$ cat src/rtl/decode_stage_if.sv
// Handshake and decoded-field bundle between fetch, decode_stage and execute.
// The slave modport is the decode stage's view; master is the surrounding pipeline.
interface decode_stage_if #(
   parameter int PC_WIDTH = 32
);
   logic                in_valid;
   logic                in_ready;
   logic [31:0]         in_ir;
   logic [PC_WIDTH-1:0] in_pc;
   logic                flush;
   logic                ex_load;
   logic [4:0]          ex_rd;
   logic                out_valid;
   logic                out_ready;
   logic [5:0]          out_opcode;
   logic [4:0]          out_rs;
   logic [4:0]          out_rt;
   logic [4:0]          out_rd;
   logic [4:0]          out_shamt;
   logic [5:0]          out_funct;
   logic [31:0]         out_imm;
   logic [PC_WIDTH-1:0] out_pc;
   logic                out_we;
   logic                out_mem_read;

   modport slave (
      input  in_valid, in_ir, in_pc, flush, ex_load, ex_rd, out_ready,
      output in_ready, out_valid, out_opcode, out_rs, out_rt, out_rd,
             out_shamt, out_funct, out_imm, out_pc, out_we, out_mem_read
   );

   modport master (
      output in_valid, in_ir, in_pc, flush, ex_load, ex_rd, out_ready,
      input  in_ready, out_valid, out_opcode, out_rs, out_rt, out_rd,
             out_shamt, out_funct, out_imm, out_pc, out_we, out_mem_read
   );
endinterface

$ cat src/rtl/decode_stage.sv
// Registered MIPS decode stage with load-use bubble insertion and branch flush.
// Optional DECODE_STATS_EN adds saturating stall/flush event counters.
module decode_stage #(
   parameter int PC_WIDTH = 32,
   parameter int LINK_REG = 31
) (
   input  logic              clk,
   input  logic              rst_n,
   decode_stage_if.slave     bus
`ifdef DECODE_STATS_EN
   ,
   output logic [15:0]       stall_count,
   output logic [15:0]       flush_count
`endif
);

   logic [5:0]          opcode;
   logic [5:0]          funct;
   logic [4:0]          rs;
   logic [4:0]          rt;
   logic [4:0]          rd_dec;
   logic [31:0]         imm_dec;
   logic                mem_read_dec;
   logic                we_dec;
   logic                hazard;
   logic                advance;
   logic                accept;

   logic                valid_d,    valid_q;
   logic [5:0]          opcode_d,   opcode_q;
   logic [4:0]          rs_d,       rs_q;
   logic [4:0]          rt_d,       rt_q;
   logic [4:0]          rd_d,       rd_q;
   logic [4:0]          shamt_d,    shamt_q;
   logic [5:0]          funct_d,    funct_q;
   logic [31:0]         imm_d,      imm_q;
   logic [PC_WIDTH-1:0] pc_d,       pc_q;
   logic                we_d,       we_q;
   logic                mem_read_d, mem_read_q;

   assign opcode = bus.in_ir[31:26];
   assign funct  = bus.in_ir[5:0];
   assign rs     = bus.in_ir[25:21];
   assign rt     = bus.in_ir[20:16];

   always_comb begin
      rd_dec       = rt;
      imm_dec      = {{16{bus.in_ir[15]}}, bus.in_ir[15:0]};
      mem_read_dec = 1'b0;
      we_dec       = 1'b0;

      if (opcode == 6'h00)      rd_dec = bus.in_ir[15:11];
      else if (opcode == 6'h03) rd_dec = 5'(LINK_REG);

      case (opcode)
         6'h0C, 6'h0D, 6'h0E: imm_dec = {16'h0000, bus.in_ir[15:0]};
         6'h0F:               imm_dec = {bus.in_ir[15:0], 16'h0000};
         default:             imm_dec = {{16{bus.in_ir[15]}}, bus.in_ir[15:0]};
      endcase

      case (opcode)
         6'h20, 6'h21, 6'h23, 6'h24, 6'h25: mem_read_dec = 1'b1;
         default:                           mem_read_dec = 1'b0;
      endcase

      we_dec = ((opcode == 6'h00) && (funct != 6'h08)) || mem_read_dec ||
               (opcode[5:3] == 3'b001) || (opcode == 6'h03);
      // Writes to $zero are architecturally dead; suppress them here.
      if (rd_dec == 5'd0) we_dec = 1'b0;
   end

   // rt is compared for every opcode: conservative, never misses a real hazard.
   assign hazard  = bus.ex_load && (bus.ex_rd != 5'd0) &&
                    ((bus.ex_rd == rs) || (bus.ex_rd == rt));
   assign advance = !valid_q || bus.out_ready;
   assign accept  = advance && bus.in_valid && !hazard && !bus.flush;
   assign bus.in_ready = advance && !hazard && !bus.flush;

   always_comb begin
      valid_d    = valid_q;
      opcode_d   = opcode_q;
      rs_d       = rs_q;
      rt_d       = rt_q;
      rd_d       = rd_q;
      shamt_d    = shamt_q;
      funct_d    = funct_q;
      imm_d      = imm_q;
      pc_d       = pc_q;
      we_d       = we_q;
      mem_read_d = mem_read_q;

      if (bus.flush) begin
         valid_d = 1'b0;
      end else if (accept) begin
         valid_d    = 1'b1;
         opcode_d   = opcode;
         rs_d       = rs;
         rt_d       = rt;
         rd_d       = rd_dec;
         shamt_d    = bus.in_ir[10:6];
         funct_d    = funct;
         imm_d      = imm_dec;
         pc_d       = bus.in_pc;
         we_d       = we_dec;
         mem_read_d = mem_read_dec;
      end else if (advance) begin
         valid_d = 1'b0;
      end
   end

   always_ff @(posedge clk or negedge rst_n) begin
      if (!rst_n) begin
         valid_q    <= 1'b0;
         opcode_q   <= '0;
         rs_q       <= '0;
         rt_q       <= '0;
         rd_q       <= '0;
         shamt_q    <= '0;
         funct_q    <= '0;
         imm_q      <= '0;
         pc_q       <= '0;
         we_q       <= 1'b0;
         mem_read_q <= 1'b0;
      end else begin
         valid_q    <= valid_d;
         opcode_q   <= opcode_d;
         rs_q       <= rs_d;
         rt_q       <= rt_d;
         rd_q       <= rd_d;
         shamt_q    <= shamt_d;
         funct_q    <= funct_d;
         imm_q      <= imm_d;
         pc_q       <= pc_d;
         we_q       <= we_d;
         mem_read_q <= mem_read_d;
      end
   end

   assign bus.out_valid    = valid_q;
   assign bus.out_opcode   = opcode_q;
   assign bus.out_rs       = rs_q;
   assign bus.out_rt       = rt_q;
   assign bus.out_rd       = rd_q;
   assign bus.out_shamt    = shamt_q;
   assign bus.out_funct    = funct_q;
   assign bus.out_imm      = imm_q;
   assign bus.out_pc       = pc_q;
   assign bus.out_we       = we_q;
   assign bus.out_mem_read = mem_read_q;

`ifdef DECODE_STATS_EN
   logic [15:0] stall_cnt_d, stall_cnt_q;
   logic [15:0] flush_cnt_d, flush_cnt_q;

   always_comb begin
      stall_cnt_d = stall_cnt_q;
      flush_cnt_d = flush_cnt_q;
      if (bus.in_valid && hazard && advance && !bus.flush && (stall_cnt_q != 16'hFFFF))
         stall_cnt_d = stall_cnt_q + 16'd1;
      if (bus.flush && (flush_cnt_q != 16'hFFFF))
         flush_cnt_d = flush_cnt_q + 16'd1;
   end

   always_ff @(posedge clk or negedge rst_n) begin
      if (!rst_n) begin
         stall_cnt_q <= '0;
         flush_cnt_q <= '0;
      end else begin
         stall_cnt_q <= stall_cnt_d;
         flush_cnt_q <= flush_cnt_d;
      end
   end

   assign stall_count = stall_cnt_q;
   assign flush_count = flush_cnt_q;
`endif

endmodule

$ cat src/flat_wrapper.sv
// flat-port wrapper written by rule: the top's interface ports become plain ports
module decode_stage_flat 
#(
   parameter int PC_WIDTH = 32,
   parameter int LINK_REG = 31
)
  (clk, rst_n, bus_in_valid, bus_in_ir, bus_in_pc, bus_flush, bus_ex_load, bus_ex_rd, bus_out_ready, bus_in_ready, bus_out_valid, bus_out_opcode, bus_out_rs, bus_out_rt, bus_out_rd, bus_out_shamt, bus_out_funct, bus_out_imm, bus_out_pc, bus_out_we, bus_out_mem_read);
  decode_stage_if #(.PC_WIDTH(PC_WIDTH)) bus_i ();
  input  logic clk;
  input  logic rst_n;
  input wire logic [$bits(bus_i.in_valid)-1:0] bus_in_valid;
  input wire logic [$bits(bus_i.in_ir)-1:0] bus_in_ir;
  input wire logic [$bits(bus_i.in_pc)-1:0] bus_in_pc;
  input wire logic [$bits(bus_i.flush)-1:0] bus_flush;
  input wire logic [$bits(bus_i.ex_load)-1:0] bus_ex_load;
  input wire logic [$bits(bus_i.ex_rd)-1:0] bus_ex_rd;
  input wire logic [$bits(bus_i.out_ready)-1:0] bus_out_ready;
  output wire logic [$bits(bus_i.in_ready)-1:0] bus_in_ready;
  output wire logic [$bits(bus_i.out_valid)-1:0] bus_out_valid;
  output wire logic [$bits(bus_i.out_opcode)-1:0] bus_out_opcode;
  output wire logic [$bits(bus_i.out_rs)-1:0] bus_out_rs;
  output wire logic [$bits(bus_i.out_rt)-1:0] bus_out_rt;
  output wire logic [$bits(bus_i.out_rd)-1:0] bus_out_rd;
  output wire logic [$bits(bus_i.out_shamt)-1:0] bus_out_shamt;
  output wire logic [$bits(bus_i.out_funct)-1:0] bus_out_funct;
  output wire logic [$bits(bus_i.out_imm)-1:0] bus_out_imm;
  output wire logic [$bits(bus_i.out_pc)-1:0] bus_out_pc;
  output wire logic [$bits(bus_i.out_we)-1:0] bus_out_we;
  output wire logic [$bits(bus_i.out_mem_read)-1:0] bus_out_mem_read;
  assign bus_i.in_valid = bus_in_valid;
  assign bus_i.in_ir = bus_in_ir;
  assign bus_i.in_pc = bus_in_pc;
  assign bus_i.flush = bus_flush;
  assign bus_i.ex_load = bus_ex_load;
  assign bus_i.ex_rd = bus_ex_rd;
  assign bus_i.out_ready = bus_out_ready;
  assign bus_in_ready = bus_i.in_ready;
  assign bus_out_valid = bus_i.out_valid;
  assign bus_out_opcode = bus_i.out_opcode;
  assign bus_out_rs = bus_i.out_rs;
  assign bus_out_rt = bus_i.out_rt;
  assign bus_out_rd = bus_i.out_rd;
  assign bus_out_shamt = bus_i.out_shamt;
  assign bus_out_funct = bus_i.out_funct;
  assign bus_out_imm = bus_i.out_imm;
  assign bus_out_pc = bus_i.out_pc;
  assign bus_out_we = bus_i.out_we;
  assign bus_out_mem_read = bus_i.out_mem_read;
  decode_stage #(.PC_WIDTH(PC_WIDTH), .LINK_REG(LINK_REG)) u_core (.clk(clk), .rst_n(rst_n), .bus(bus_i));
endmodule
$ cat config.mk
export PLATFORM = sky130hd
export DESIGN_NAME = decode_stage_flat
export DESIGN_NICKNAME = d
export VERILOG_FILES = /design/src/rtl/decode_stage_if.sv /design/src/rtl/decode_stage.sv /design/src/flat_wrapper.sv
export SDC_FILE = /design/constraint.sdc
export NUM_CORES = 1
export LEC_CHECK = 0
export CAP_MARGIN = 5
export CORE_MARGIN = 10
export CORE_UTILIZATION = 45
export CTS_BUF_LIST = sky130_fd_sc_hd__clkbuf_4 sky130_fd_sc_hd__clkbuf_8
export DETAILED_ROUTE_END_ITERATION = 8
export GPL_ROUTABILITY_DRIVEN = 0
export PLACE_DENSITY = 0.83
export SYNTH_ARGS = -nofsm -noshare
export SYNTH_HDL_FRONTEND = slang
export SYNTH_SLANG_ARGS = --single-unit
$ cat constraint.sdc
create_clock -name clk -period 1.8 [get_ports clk]
set_input_delay 0.27 -clock clk [delete_from_list [all_inputs] [get_ports clk]]
set_output_delay 0.27 -clock clk [all_outputs]
set_load 0.02 [all_outputs]
==> flow_summary_export.csv, run 1 <==
group,metric,value,unit
synthesis,synth-seq-cells,99,
route,dr.pass1.iters,4,
cells_and_area,finalNonFillerCells,674,
synthesis,synthArstFlopShare,100,%
route,drc,0,
clocking,cts_sinks,99,
timing,fin_crit_sh,101,%
global_routing,gr-usage-met3,8.87,%
worst_hold_path,hp-class,"input port to flop",
route,avgRoutedWirePerCell,20.7,um
die,die_area,13900,um2
place,place.port_buffers,174,
global_routing,grt_pass1_vias,3760,
worst_hold_path,hold_start,"bus_in_ir[25]",
pwr,power.total,7.05,mW
synthesis,synth_fa_ha_area_share,0,%
global_routing,antenna_found_initial,0,
global_routing,grt_max_degree,48,
route,avgViaCountPerCell,4.97,
job,maxCapViolCount,0,
route,ant_nets,0,
synthesis,synth_top_family_by_area,"multiplexers",
die,initial_core_util,46.6,%
global_routing,grtUsageMet1,20.7,%
run_status,status,"complete, but fails checks",
critical_path,cp-end-kind,"flop",
pwr,ir_drop,0.000721,V
timing,worst_pin_slew,0.492,ns
synthesis,synth_edf_count,0,
route,vias,3352,
critical_path,cp_common_cell,"o32ai_2",
timing,finClkSkew,0.00737,ns
critical_path,critical_path.cell_chain,"clkdlybuf4s50_1 -> or4_4 -> or3_4 -> o32ai_2 -> and4_1 -> o32ai_2",
pwr,power.leakage,2.96,nW
die,die_height,118,um
critical_path,path_class,"input port to flop",
global_routing,grt_pass1_wl,21200,um
cells_and_area,final_cell_area,6970,um2
critical_path,r2r-start,"u_core.bus.out_valid",
route,drt_iter0_markers,111,
synthesis,yosysWarnings,0,
die,core-area,9280,um2
synthesis,syn_area,4320,um2
synthesis,synthCells,322,
clocking,clockBufferDepth,2,
critical_path,cp.arrival,2.05,ns
global_routing,met2_usage,32.6,%
timing,slew_headroom,67.2,%
clocking,cts_buffers,9,
synthesis,yosysSeqAreaShare,57.3,%
clocking,ctsHtreeMaxLevel,3,
place,place_area,6400,um2
clocking,clk_pin_slew,0.09,ns
clocking,clk_latency,0.34,ns
critical_path,critPathLaunchType,"input port",
synthesis,ys.flop_type,"dfrtp_1",
timing,fmax,552,MHz
synthesis,synthXorXnorAreaFrac,2.03,%
timing,hold_viol_final,0,
synthesis,synth_cell_types,41,
critical_path,path_max_fanout,4,
place,placed_cells,636,
synthesis,syn_avg_cell_area,13.4,um2
synthesis,synth-simple-area-share,5.76,%
global_routing,grt_overflow_total,0,
critical_path,crit_slowest_cell,"or4_4",
run_status,violations,"negative setup slack",
cells_and_area,drive_gt1_share,29.4,%
clocking,root_buffer,"clkbuf_8",
cells_and_area,nets,615,
timing,finalCriticalPeriod,1.81,ns
route,wirelength,13900,um
critical_path,cp_data_required_time,2.04,ns
synthesis,synth_compound_area_share,6.02,%
timing,worst_slack,-0.0118,ns
synthesis,syn-num-nets,397,
global_routing,grt_usage,19.0,%
timing,rsz0062_at_grt,"true",
critical_path,crit_path_start,"bus_in_ir[31]",
die,rows,35,
timing,final_max_slew_viol_count,0,
pwr,power_density,1010,nW/um2
critical_path,critPathMaxStageDelay,0.55,ns
die,die_x,118,um
synthesis,synthMuxAreaShare,24.7,%
global_routing,busiest_layer,"met2",
die,ios,175,
clocking,tritoncts,"built",
timing,fin_hold_ws,0.331,ns
cells_and_area,areaGrowthSynthToFinish,61.2,%
place,hpwl,9540,um
cells_and_area,antenna_cells,0,
timing,finalSetupViolCount,11,
==> where the power goes <==
| group | internal (mW) | leakage [nW] | switching, mW |
|---|---|---|---|
| Clock | 0.823 | 0.111 | 0.773 |
| Sequential | 2.65 | 1.17 | 0.231 |
| Combinational | 1.36 | 1.68 | 1.21 |
==> synth_stat cells (all sizes together) (2+ instances only) <==
cell	n	area share (%)
dfrtp	99	57
mux2	77	20
inv	22	1.9
mux2i	20	4.6
a21oi	17	2.2
nor2b	16	2.3
buf	13	2.1
xnor2	10	2.0
o22ai	6	0.87
nor2	5	0.43
nand2	4	0.35
clkbuf	3	0.26
nand3	3	0.35
o21ai	3	0.35
o32ai	3	0.78
a31oi	2	0.78
nor3b	2	0.35
or2	2	0.29
==> metal layers <==
| metal | vias up | wire (um) |
|---|---|---|
| met4 | 0 | 110 |
| li1 | 1549 | - |
| met5 | - | 0 |
| met2 | 123 | 7030 |
| met1 | 1670 | 5500 |
| met3 | 10 | 1310 |
==> kinds of logic (layout without fill, tap and decap cells) <==
group,after synthesis,in the layout
AOI/OAI and AO/OA,36,36
muxes,97,97
xor gates and xnor gates,10,10
buffers and inverters,38,261
DFF,99,99
and+or+nand+nor,42,42
==> registers in the layout, indices dropped and copies added, names as in the netlist, 5 cells and up <==
name                   count
u_core.bus.out_funct       6
u_core.bus.out_imm        32
u_core.bus.out_opcode      6
u_core.bus.out_pc         32
u_core.bus.out_rd          5
u_core.bus.out_rs          5
u_core.bus.out_rt          5
u_core.bus.out_shamt       5
==> placed cells by master (no fill, tap or decap), types with 2 or more instances in the layout <==
master           instances
buf_12                   4
clkbuf_4                 2
mux2_2                  77
nand2_1                  4
nor2_1                   4
nor2b_1                 16
mux2i_1                 20
buf_16                   4
a31oi_4                  2
clkdlybuf4s50_1        155
clkbuf_8                 9
buf_4                   33
bufinv_16                2
buf_6                    3
nand3_1                  3
dfrtp_1                 99
a21oi_1                 16
o32ai_2                  3
buf_8                    2
dlygate4sd2_1           17
clkbuf_16                4
o22ai_1                  5
o21ai_0                  3
inv_1                   22
xnor2_1                 10
==> path summary, 6_finish.rpt <==
kind / to / slack, ns / depth (start not counted)
setup / recovery: u_core.bus.out_we / -0.01 / 6
hold / removal: u_core.bus.out_rs[4] / 0.33 / 2
setup reg to reg: u_core.bus.out_pc[13] / -0.01 / 6
hold reg to reg: u_core.bus.out_imm[15] / 0.51 / 1
max in group asynchronous: u_core.bus.out_funct[5] / 0.74 / 3
min in group asynchronous: u_core.bus.out_pc[7] / 0.41 / 2
==> area by class of cell <==
type	count	area, um2
repair buffers	223	2310
multi-input cells	185	1710
flip-flops and latches	99	2480
clock inverters	5	85.1
well taps	129	161
fillers	651	2310
inverters	22	82.6
clock buffers	11	139
==> critical path, delay by kind of cell <==
family,cells,cell delay [ns]
AO/OA/AOI/OAI,2,0.20
buffers and inverters,1,0.45
AND/OR/NAND/NOR,3,1.13
==> through the flow <==
step	worst slack [ns]	setup TNS (ns)	utilization (%)
4_1_cts	-0.00482	-0.0145	73.0
6_report	-0.0118	-0.0560	75.1
5_1_grt	-0.0712	-3.56	75.1
3_5_place_dp	-0.728	-42.92	68.9
3_3_place_gp	-0.628	-39.20	68.9
2_1_floorplan	0.0496	0	-
==> repair_timing <==
action	in CTS	in global routing
cloned	3	6
resized for setup	37	2
setup buffers	3	9
hold buffers	1	0
pin swaps	8	4
endpoints found under the setup margin	80	78
endpoints found under the hold margin	34	0
No activity file was read; power rests on OpenSTA's default activity.
==> run 2, diff against run 1 <==
--- a/config.mk
+++ b/config.mk
@@ -7,11 +7,11 @@
 export LEC_CHECK = 0
 export CAP_MARGIN = 5
 export CORE_MARGIN = 10
-export CORE_UTILIZATION = 45
+export CORE_UTILIZATION = 40
 export CTS_BUF_LIST = sky130_fd_sc_hd__clkbuf_4 sky130_fd_sc_hd__clkbuf_8
 export DETAILED_ROUTE_END_ITERATION = 8
 export GPL_ROUTABILITY_DRIVEN = 0
-export PLACE_DENSITY = 0.83
+export PLACE_DENSITY = 0.75
 export SYNTH_ARGS = -nofsm -noshare
 export SYNTH_HDL_FRONTEND = slang
 export SYNTH_SLANG_ARGS = --single-unit
==> flow_summary_export.csv, run 2 (same netlist as run 1, synthesis figures left out) <==
group,metric,value,unit
run_status,status,"finished, final reports clean",
die,die_height,124,um
route,drc,0,
cells_and_area,drive_gt1_share,27.7,%
die,die_x,124,um
cells_and_area,regArea,2480,um2
clocking,clk_pin_slew,0.09,ns
cells_and_area,areaGrowthSynthToFinish,55.9,%
timing,slew_headroom,68.2,%
critical_path,path_max_fanout,21,
route,avgRoutedWirePerCell,19.0,um
timing,finalCriticalPeriod,1.78,ns
worst_hold_path,hp-class,"input port to flop",
cells_and_area,antenna_cells,0,
clocking,cts_buffers,9,
clocking,clk_latency,0.36,ns
timing,worst_slack,0.0182,ns
die,core-area,10400,um2
route,wirelength,12700,um
job,maxCapViolCount,0,
place,hpwl,9680,um
clocking,clockBufferDepth,2,
place,place_area,6470,um2
timing,finClkSkew,0.00490,ns
timing,worst_pin_slew,0.477,ns
route,avgViaCountPerCell,4.95,
clocking,tritoncts,"built",
cells_and_area,fillers,858,
critical_path,critPathTopFamily,"flip-flops",
timing,final_max_slew_viol_count,0,
timing,rsz0062_at_grt,"true",
cells_and_area,multi_input_area,1720,um2
cells_and_area,layout_common_cells,"clkdlybuf4s50_1, dfrtp_1, mux2_2, buf_4, inv_1",
cells_and_area,final_common_cell,"clkdlybuf4s50_1",
global_routing,grt_max_degree,52,
global_routing,grt_pass1_wl,19500,um
timing,tns,0,ns
timing,fin_crit_sh,99.0,%
place,place.port_buffers,174,
critical_path,cp-end-kind,"flop",
critical_path,critPathLaunchType,"flop",
cells_and_area,final_cell_area,6740,um2
global_routing,grt_overflow_total,0,
timing,hold_viol_final,0,
global_routing,grt_usage,16.4,%
timing,finalSetupViolCount,0,
route,ant_nets,0,
pwr,power.leakage,2.87,nW
clocking,root_buffer,"clkbuf_8",
pwr,power.total,6.67,mW
route,vias,3322,
global_routing,antenna_found_initial,0,
route,drt_iter0_markers,137,
critical_path,path_class,"flop to flop",
die,ios,175,
timing,fmax,561,MHz
place,preCtsSetupSlack,-0.669,ns
critical_path,worst-path-buf-inv,2,
clocking,cts_sinks,99,
critical_path,cp_common_cell,"buf_12",
cells_and_area,nets,606,
clocking,ctsHtreeMaxLevel,3,
pwr,power_density,990,nW/um2
die,rows,37,
global_routing,grt_pass1_vias,3636,
critical_path,critPathMaxStageDelay,0.39,ns
critical_path,cp.arrival,2.04,ns
critical_path,cp_data_required_time,2.06,ns
route,dr.pass1.iters,4,
critical_path,critical_path.cell_chain,"or2b_2 -> nand3b_1 -> a31oi_4 -> buf_12 -> buf_12 -> mux2_2",
die,initial_core_util,41.5,%
pwr,ir_drop,0.000615,V
die,die_area,15400,um2
critical_path,crit_slowest_cell,"dfrtp_1",
-- run 2: cell count changes in the layout (fill, tap and decap cells not counted), moves of 2 or more --
cell	delta
buf_12	+2
dlymetal6s2s_1	+2
buf_8	-2
buf_16	-3
mux2_2	-3
clkbuf_16	-4
bufinv_16	-2
mux2_4	+3
buf_6	-2
-- run 2: what timing repair did --
| item | 4_1_cts | 5_1_grt |
|---|---|---|
| buffers inserted | 2 | 1 |
| pin swaps | 7 | 2 |
| setup endpoints to repair | 87 | 77 |
| hold buffers | 1 | 0 |
| hold endpoints to repair | 33 | 0 |
| gates cloned | 1 | 0 |
| resized for setup | 26 | 8 |
-- run 2: metal layers --
layer,up-vias,wire (um),GRT usage [%]
met5,-,0,0
met4,0,184,5.47
met3,13,1390,7.83
met2,119,6160,26.4
met1,1656,5020,19.0
li1,1534,-,-
-- run 2: final timing paths --
| path | startpoint | to | slack [ns] | cells past startpoint |
|---|---|---|---|---|
| max in group asynchronous | rst_n | u_core.bus.out_pc[6] | 0.76 | 3 |
| setup / recovery | u_core.bus.out_valid | u_core.bus.out_imm[3] | 0.02 | 6 |
| hold reg to reg | u_core.bus.out_imm[9] | u_core.bus.out_imm[9] | 0.51 | 1 |
| setup reg to reg | u_core.bus.out_valid | u_core.bus.out_imm[3] | 0.02 | 6 |
| hold / removal | bus_in_ir[22] | u_core.bus.out_rs[1] | 0.21 | 2 |
| min in group asynchronous | rst_n | u_core.bus.out_pc[14] | 0.40 | 2 |
-- run 2: layout make-up --
class	instances	share of cell area, %
clock buffer	13	2.38
clock inverter	2	0.186
inverter	22	1.22
multi-input combinational	185	25.4
sequential	99	36.7
tap	136	2.52
timing repair buffer	214	31.5
-- run 2: power breakdown --
part	leakage (nW)	total, mW	switching (mW)	internal, mW
sequential	1.17	2.89	0.233	2.65
combinational	1.62	2.47	1.16	1.32
clock	0.0898	1.31	0.733	0.579
total	2.87	6.67	2.12	4.55
-- run 2: through the flow --
| step | instances | util (%) | hold slack (ns) |
|---|---|---|---|
| after floorplan | 322 | - | -0.0256 |
| after global placement | 651 | 62.1 | 0.249 |
| after detailed placement | 651 | 62.1 | 0.257 |
| after CTS | 670 | 64.4 | 0.298 |
| after global routing | 671 | 64.7 | 0.209 |
| final | 671 | 64.7 | 0.209 |
==> run 3, diff against run 2 <==
--- a/config.mk
+++ b/config.mk
@@ -7,11 +7,11 @@
 export LEC_CHECK = 0
 export CAP_MARGIN = 5
 export CORE_MARGIN = 10
-export CORE_UTILIZATION = 40
+export CORE_UTILIZATION = 30
 export CTS_BUF_LIST = sky130_fd_sc_hd__clkbuf_4 sky130_fd_sc_hd__clkbuf_8
 export DETAILED_ROUTE_END_ITERATION = 8
 export GPL_ROUTABILITY_DRIVEN = 0
-export PLACE_DENSITY = 0.75
+export SLEW_MARGIN = 20
 export SYNTH_ARGS = -nofsm -noshare
 export SYNTH_HDL_FRONTEND = slang
 export SYNTH_SLANG_ARGS = --single-unit
==> flow_summary_export.csv, run 3 (same netlist as run 1, synthesis figures left out) <==
group,metric,value,unit
critical_path,r2r-end,"u_core.bus.out_shamt[2]",
cells_and_area,layout_common_cells,"clkdlybuf4s50_1, dfrtp_1, mux2_2, buf_4, inv_1",
timing,finalSetupViolCount,3,
timing,tns,-0.00623,ns
die,initial_core_util,30.9,%
route,avgRoutedWirePerCell,18.1,um
clocking,tritoncts,"built",
cells_and_area,antenna_cells,0,
critical_path,path_max_fanout,23,
pwr,power.leakage,2.95,nW
critical_path,path_class,"flop to flop",
run_status,status,"complete, but fails checks",
clocking,clk_pin_slew,0.09,ns
cells_and_area,areaGrowthSynthToFinish,60.0,%
critical_path,cp-end-kind,"flop",
route,drt_iter0_markers,79,
global_routing,grt_max_degree,41,
timing,slew_headroom,73.8,%
cells_and_area,drive_gt1_share,28.9,%
die,die_area,19600,um2
timing,fin_crit_sh,100,%
timing,finalCriticalPeriod,1.80,ns
critical_path,cp_data_required_time,2.06,ns
pwr,combPwrFrac,37.6,%
die,rows,43,
die,core-area,14000,um2
clocking,cts_buffers,9,
cells_and_area,nets,614,
job,maxCapViolCount,0,
cells_and_area,final_common_cell,"clkdlybuf4s50_1",
critical_path,cp.arrival,2.06,ns
cells_and_area,multi_input_area,1720,um2
worst_hold_path,hp-class,"input port to flop",
global_routing,grt_overflow_total,0,
clocking,clockBufferDepth,2,
die,die_height,140,um
cells_and_area,regArea,2480,um2
pwr,pwr-share-clk,19.0,%
timing,rsz0062_at_grt,"true",
worst_hold_path,hold_start,"bus_in_ir[22]",
route,drc,0,
pwr,power_frac_seq,43.4,%
timing,final_max_slew_viol_count,0,
place,placed_cells,700,
route,avgViaCountPerCell,4.53,
critical_path,critPathLaunchType,"flop",
route,dr.pass1.iters,4,
global_routing,grt_pass1_wl,20400,um
pwr,swShare,32.1,%
pwr,power_density,960,nW/um2
place,place.port_buffers,174,
place,hpwl,9960,um
pwr,power.total,6.64,mW
die,die_x,140,um
die,ios,175,
global_routing,grt_usage,12.9,%
run_status,violations,"negative setup slack",
route,wirelength,13100,um
timing,worst_slack,-0.00370,ns
clocking,cts_sinks,99,
global_routing,antenna_found_initial,0,
worst_hold_path,holdPathStages,2,
clocking,clk_latency,0.37,ns
route,vias,3274,
pwr,p_switching,2.13,mW
timing,hold_viol_final,0,
global_routing,grt_pass1_vias,3707,
timing,worst_pin_slew,0.393,ns
critical_path,r2r_cells,6,
cells_and_area,fillers,1275,
place,preCtsSetupSlack,-0.625,ns
pwr,ir_drop,0.000597,V
pwr,p_int,4.51,mW
clocking,root_buffer,"clkbuf_8",
timing,finClkSkew,0.00759,ns
route,ant_nets,0,
cells_and_area,finalNonFillerCells,723,
critical_path,reg2reg_slack,-0.004,ns
worst_hold_path,holdPathEnd,"u_core.bus.out_rs[1]",
critical_path,r2r-start,"u_core.bus.out_valid",
timing,fmax,554,MHz
clocking,ctsHtreeMaxLevel,3,
timing,fin_hold_ws,0.203,ns
## run 3: changes by cell type in the layout (fill, tap and decap cells not counted), sizes merged
cell,change
dlygate4sd2,-2
buf,+5
dlymetal6s2s,+2
clkinv,+3
## run 3: layout make-up
type / instances / share of cell area, %
sequential: 99 / 35.8
timing repair buffer: 222 / 32.6
multi-input combinational: 185 / 24.8
tap: 180 / 3.25
clock buffer: 10 / 1.90
inverter: 22 / 1.19
clock inverter: 5 / 0.452
## run 3: worst max path at each step
stage / to / start / slack (ns)
floorplan: u_core.bus.out_imm[10] / u_core.bus.out_valid / 0.05
global placement: bus_in_ready / bus_in_ir[20] / -0.63
detailed placement: bus_in_ready / bus_in_ir[20] / -0.62
CTS: u_core.bus.out_pc[16] / u_core.bus.out_valid / 0.001
global route: u_core.bus.out_shamt[1] / u_core.bus.out_valid / -0.06
finish: u_core.bus.out_shamt[2] / u_core.bus.out_valid / -0.004
## run 3: through the flow
step / area [um2] / util (%)
final: 6920 / 49.5
after detailed placement: 6590 / 47.1
after global routing: 6920 / 49.5
after global placement: 6590 / 47.1
after CTS: 6770 / 48.4
after floorplan: 4320 / -
## run 3: power groups by stage
stage / Combinational, mW / Clock, mW / Sequential (mW)
3_3_place_gp: 2.47 / 0 / 2.91
4_1_cts: 2.50 / 1.34 / 2.90
3_5_place_dp: 2.49 / 0 / 2.94
2_1_floorplan: 0.562 / 0 / 3.45
5_1_grt: 2.67 / 1.42 / 2.95
6_report: 2.49 / 1.26 / 2.88
## run 3: worst max-delay path, stage by stage, from the launching register on
cell and delay [ns]:
dfrtp_1 0.39, or2b_2 0.18, nand3b_1 0.14, a31oi_4 0.24, buf_12 0.19, buf_16 0.19, mux2_2 0.35
## run 3: metal layers
metal  vias up  share of wire [%]  track usage [%]
met5         -                  0                0
met4         0                1.3             3.48
met3        12                 10             7.20
met2       108                 48             21.0
met1      1603                 40             14.2
li1       1551                  -                -
## run 3: what timing repair did
action | CTS | global route
cloned | 0 | 3
hold buffers | 1 | 0
setup endpoints to repair | 77 | 52
pin swaps | 6 | 8
gates resized for setup | 26 | 11
setup buffers | 0 | 4
endpoints found under the hold margin | 26 | 0
